===== src/rtl/uart_tx_ctrl.sv =====
// UART transmit sequencer: pops one byte from the TX FIFO when idle and frames it
// as start, 8 data bits LSB first, optional parity and 1 or 2 stop bits.
module uart_tx_ctrl #(
    parameter int CLKS_PER_BIT = 868,
    parameter int PARITY_EN    = 0,
    parameter int PARITY_ODD   = 0,
    parameter int STOP_BITS    = 1
) (
    input  logic       clk,
    input  logic       rst,
    input  logic       tx_en,
    input  logic [7:0] data_in,
    input  logic       data_valid,
    output logic       sr_empty,
    output logic       tx,
    output logic       busy,
    output logic       tx_done
);

    localparam int            BW        = (CLKS_PER_BIT > 1) ? $clog2(CLKS_PER_BIT) : 1;
    localparam logic [BW-1:0] BAUD_LAST = BW'(CLKS_PER_BIT - 1);
    localparam logic          STOP_LAST = (STOP_BITS == 2);
    localparam logic          PAR_INIT  = (PARITY_ODD != 0);
    localparam logic          USE_PAR   = (PARITY_EN != 0);

    typedef enum logic [2:0] {
        IDLE,
        START,
        DATA,
        PARITY,
        STOP
    } state_t;

    state_t        state;
    logic [7:0]    shreg;
    logic [2:0]    bit_cnt;
    logic [BW-1:0] baud_cnt;
    logic          stop_cnt;
    logic          par;
    logic          bit_end;

    // sr_empty is independent of data_valid so the FIFO handshake has no loop.
    always_comb begin
        sr_empty = (state == IDLE) && tx_en;
        busy     = (state != IDLE);
        bit_end  = (baud_cnt == BAUD_LAST);
    end

    // tx is registered, so each transition loads the level of the state being entered.
    always_ff @(posedge clk or posedge rst) begin
        if (rst) begin
            state    <= IDLE;
            shreg    <= '0;
            bit_cnt  <= '0;
            baud_cnt <= '0;
            stop_cnt <= 1'b0;
            par      <= 1'b0;
            tx       <= 1'b1;
            tx_done  <= 1'b0;
        end else begin
            tx_done <= 1'b0;
            if (state != IDLE) begin
                baud_cnt <= bit_end ? '0 : baud_cnt + 1'b1;
            end
            case (state)
                IDLE: begin
                    tx       <= 1'b1;
                    stop_cnt <= 1'b0;
                    if (data_valid && sr_empty) begin
                        shreg    <= data_in;
                        par      <= (^data_in) ^ PAR_INIT;
                        baud_cnt <= '0;
                        tx       <= 1'b0;
                        state    <= START;
                    end
                end
                START: begin
                    if (bit_end) begin
                        bit_cnt <= '0;
                        tx      <= shreg[0];
                        state   <= DATA;
                    end
                end
                DATA: begin
                    if (bit_end) begin
                        shreg <= {1'b0, shreg[7:1]};
                        if (bit_cnt == 3'd7) begin
                            if (USE_PAR) begin
                                tx    <= par;
                                state <= PARITY;
                            end else begin
                                stop_cnt <= 1'b0;
                                tx       <= 1'b1;
                                state    <= STOP;
                            end
                        end else begin
                            bit_cnt <= bit_cnt + 3'd1;
                            tx      <= shreg[1];
                        end
                    end
                end
                PARITY: begin
                    if (bit_end) begin
                        stop_cnt <= 1'b0;
                        tx       <= 1'b1;
                        state    <= STOP;
                    end
                end
                STOP: begin
                    tx <= 1'b1;
                    if (bit_end) begin
                        if (stop_cnt == STOP_LAST) begin
                            tx_done <= 1'b1;
                            state   <= IDLE;
                        end else begin
                            stop_cnt <= 1'b1;
                        end
                    end
                end
                default: begin
                    tx    <= 1'b1;
                    state <= IDLE;
                end
            endcase
        end
    end

endmodule


===== config.mk =====
export PLATFORM = sky130hd
export DESIGN_NAME = uart_tx_ctrl
export DESIGN_NICKNAME = d
export VERILOG_FILES = /design/src/rtl/uart_tx_ctrl.sv
export SDC_FILE = /design/constraint.sdc
export NUM_CORES = 1
export LEC_CHECK = 0
export BUFFER_PORTS_ARGS = -buffer_cell sky130_fd_sc_hd__buf_2
export CAP_MARGIN = 15
export CELL_PAD_IN_SITES_DETAIL_PLACEMENT = 0
export CELL_PAD_IN_SITES_GLOBAL_PLACEMENT = 2
export CORE_MARGIN = 2
export CORE_UTILIZATION = 25
export DETAILED_ROUTE_END_ITERATION = 10
export HOLD_SLACK_MARGIN = 0.12
export PLACE_DENSITY_LB_ADDON = 0.1
export REMOVE_ABC_BUFFERS = 1
export SLEW_MARGIN = 20
export SYNTH_ARGS = -nofsm -noshare
export SYNTH_HDL_FRONTEND = slang
export SYNTH_SLANG_ARGS = --single-unit

===== constraint.sdc =====
create_clock -name clk -period 1.95 [get_ports clk]
set_input_delay 0.4875 -clock clk [delete_from_list [all_inputs] [get_ports clk]]
set_output_delay 0.4875 -clock clk [all_outputs]
set_load 0.02 [all_outputs]

==> results.cfg <==
[status]
status = complete, no violations

[critical_path]
cp_max_fo = 8
worst_ep_required_time_ns = 2.12
cp-start-kind = flip-flop
cp.arrival_ns = 2.01
rrSetupSlack_ns = 0.11
criticalPathCategory = reg -> reg
end_kind = flip-flop

[layout]
instances_no_fill = 225
design_area_um2 = 1660
syn_to_final_growth_pct = 20.3
drive_gt1_share_pct = 35.9
diodes = 0
fin_nets = 169

[global_routing]
antenna_found_initial = 0
grt_pass1_vias = 1083
globalRouteTotalUtil_pct = 11.7
overflow = 0
grt_pass1_wl_mm = 5.64
grt_max_degree = 27

[die]
start_util_pct = 25.5
fp.dieH_um = 78.2
die_w_um = 78.2
rows = 27
die_area_um2 = 6120
io_pins = 16
coreArea_um2 = 5410

[cts]
clk_path_buf_depth = 2
cts_tree = yes
hold_buffers = 0
clock_latency_ns = 0.27
cts_root_buffer = clkbuf_8
h-tree-depth = 1
cts.clk_slew.worst_paths_ns = 0.09
cts-buffers-inserted = 3
cts_sinks = 26

[timing]
fmax_ghz = 0.543
worst_slew_pin_slew_ns = 0.345
finalWorstSetupSlack_ns = 0.107
finalClockSkew_ns = 0.00190
hold_violations = 0
tns_ns = 0
setup_viol = 0
period_minus_slack_ns = 1.84
slew_headroom_pct = 76.8
min_period_over_period_pct = 94.5
finalHoldWorstSlack_ns = 0.255
drv_slew = 0
rsz0062_at_grt = no

[place]
dpl.hpwl_mm = 2.44
portBuffers = 15
place_inst = 216
gp_congestion = 0.713
placed_area_um2 = 1560
dp_slack_ns = 0.0971

[power]
p_seq_share_pct = 49.1
clkPwrFrac_pct = 23.2
p_comb_share_pct = 27.7
switchingPower_mw = 0.492
swShare_pct = 31.6
power_density_nw_per_um2 = 938
p_int_mw = 1.06
vdd_drop_max_mv = 0.452
p_leak_nw = 0.723

[job]
drv_cap = 0

[drt]
detail_route.iter0.violations = 27
wl_mm = 3.32
drc_errors = 0
vias_per_cell = 4.70
drt-pass1-iter-count = 4
num_vias = 1057
avgRoutedWirePerCell_um = 14.8
ant_nets = 0

[yosys]
synth_cell_types = 36
synth_edf_count = 0
syn_area_per_cell_um2 = 10.8
yosysTopAreaCellShare_pct = 45.4
yosys_warnings = 0
synth_largest_area_cell = dfrtp_1
synthTopCellsByCount = dfrtp_1, mux2_2, nand2_1, o21ai_0, nor2_1
ys_ff_latch = 26
yosysMostFrequentCell = dfrtp_1
ys_seq_area_share_pct = 47.3
synth_top_flop_cell = dfrtp_1
async_reset_ff_share_pct = 100
postSynthCellCount = 127
syn-cell-area_um2 = 1380
synth_area_leaders = dfrtp_1, mux2_2, o21ai_0, nand2_1, ha_1

[min_path]
hp-class = in -> async
layout make-up:
type / count / area (um2)
multi-input combinational: 95 / 694
sequential: 26 / 653
timing repair buffer: 26 / 158
clock buffer: 4 / 55.1
fill: 562 / 3750
inverter: 2 / 7.51
tap: 72 / 90.1
timing repair:
item                                    CTS  global route
gates resized for setup                   0             2
endpoints found under the setup margin    2             9
pin swaps                                 0             1
buffers inserted                          1             4
hold endpoints to repair                  0             0
worst max-delay path: stages, from the launching register on:
cell	delay (ns)
dfrtp_1	0.41
ha_1	0.25
and4b_4	0.21
and3_1	0.21
a21oi_4	0.29
mux2_2	0.37
cell usage in the layout, fill, tap and decap left out, types with 3 or more instances in the layout:
master,count
a32o_1,3
buf_4,11
a21oi_1,3
o21ai_0,10
a22o_1,4
dfrtp_1,24
buf_2,15
mux2_2,14
nor3_1,6
ha_1,3
nor2_1,9
clkbuf_8,4
and3_1,5
nand2_1,11
nand3_1,3
state kept, by name, indices dropped and copies added, names as in the netlist:
signal,cells
state,3
bit_cnt,3
tx_done,1
shreg,8
baud_cnt,10
tx,1
layer usage:
| metal | share of wire [%] | vias up | track usage (%) |
|---|---|---|---|
| li1 | - | 522 | - |
| met1 | 52 | 525 | 16.8 |
| met5 | 0 | - | 0 |
| met2 | 45 | 8 | 18.0 |
| met3 | 2.1 | 2 | 2.76 |
| met4 | 0.57 | 0 | 2.11 |
cell families after synthesis:
group,Yosys count,synth area share (%)
compound gates,30,16.3
flops,26,47.3
buf+inv,6,2.63
simple gates,46,18.3
mux,14,11.4
fa+ha+maj,3,2.73
xor+xnor,2,1.27
through the flow:
step	utilization, %	power (mW)
floorplan	-	1.02
global placement	28.8	1.15
detailed placement	28.8	1.16
CTS	30.0	1.53
global route	30.7	1.67
finish	30.7	1.56
worst paths after layout:
path                                  startpoint                    to  depth (start not counted)
hold / removal                               rst  shreg[4]$_DFFE_PP0P_                          3
hold reg to reg             shreg[7]$_DFFE_PP0P_  shreg[7]$_DFFE_PP0P_                          1
min in group clk                      data_in[7]  shreg[7]$_DFFE_PP0P_                          2
setup reg to reg           baud_cnt[0]$_DFF_PP0_  shreg[1]$_DFFE_PP0P_                          5
setup / recovery           baud_cnt[0]$_DFF_PP0_  shreg[1]$_DFFE_PP0P_                          5
max in group asynchronous                    rst        tx$_DFFE_PP1P_                          3
power groups by stage:
stage | combinational [mW] | sequential, mW | clock [mW]
floorplan | 0.257 | 0.767 | 0
global placement | 0.380 | 0.769 | 0
detailed placement | 0.381 | 0.776 | 0
CTS | 0.388 | 0.764 | 0.381
global route | 0.484 | 0.784 | 0.406
finish | 0.431 | 0.763 | 0.361
Note: power is estimated with default switching activity, not from simulation.
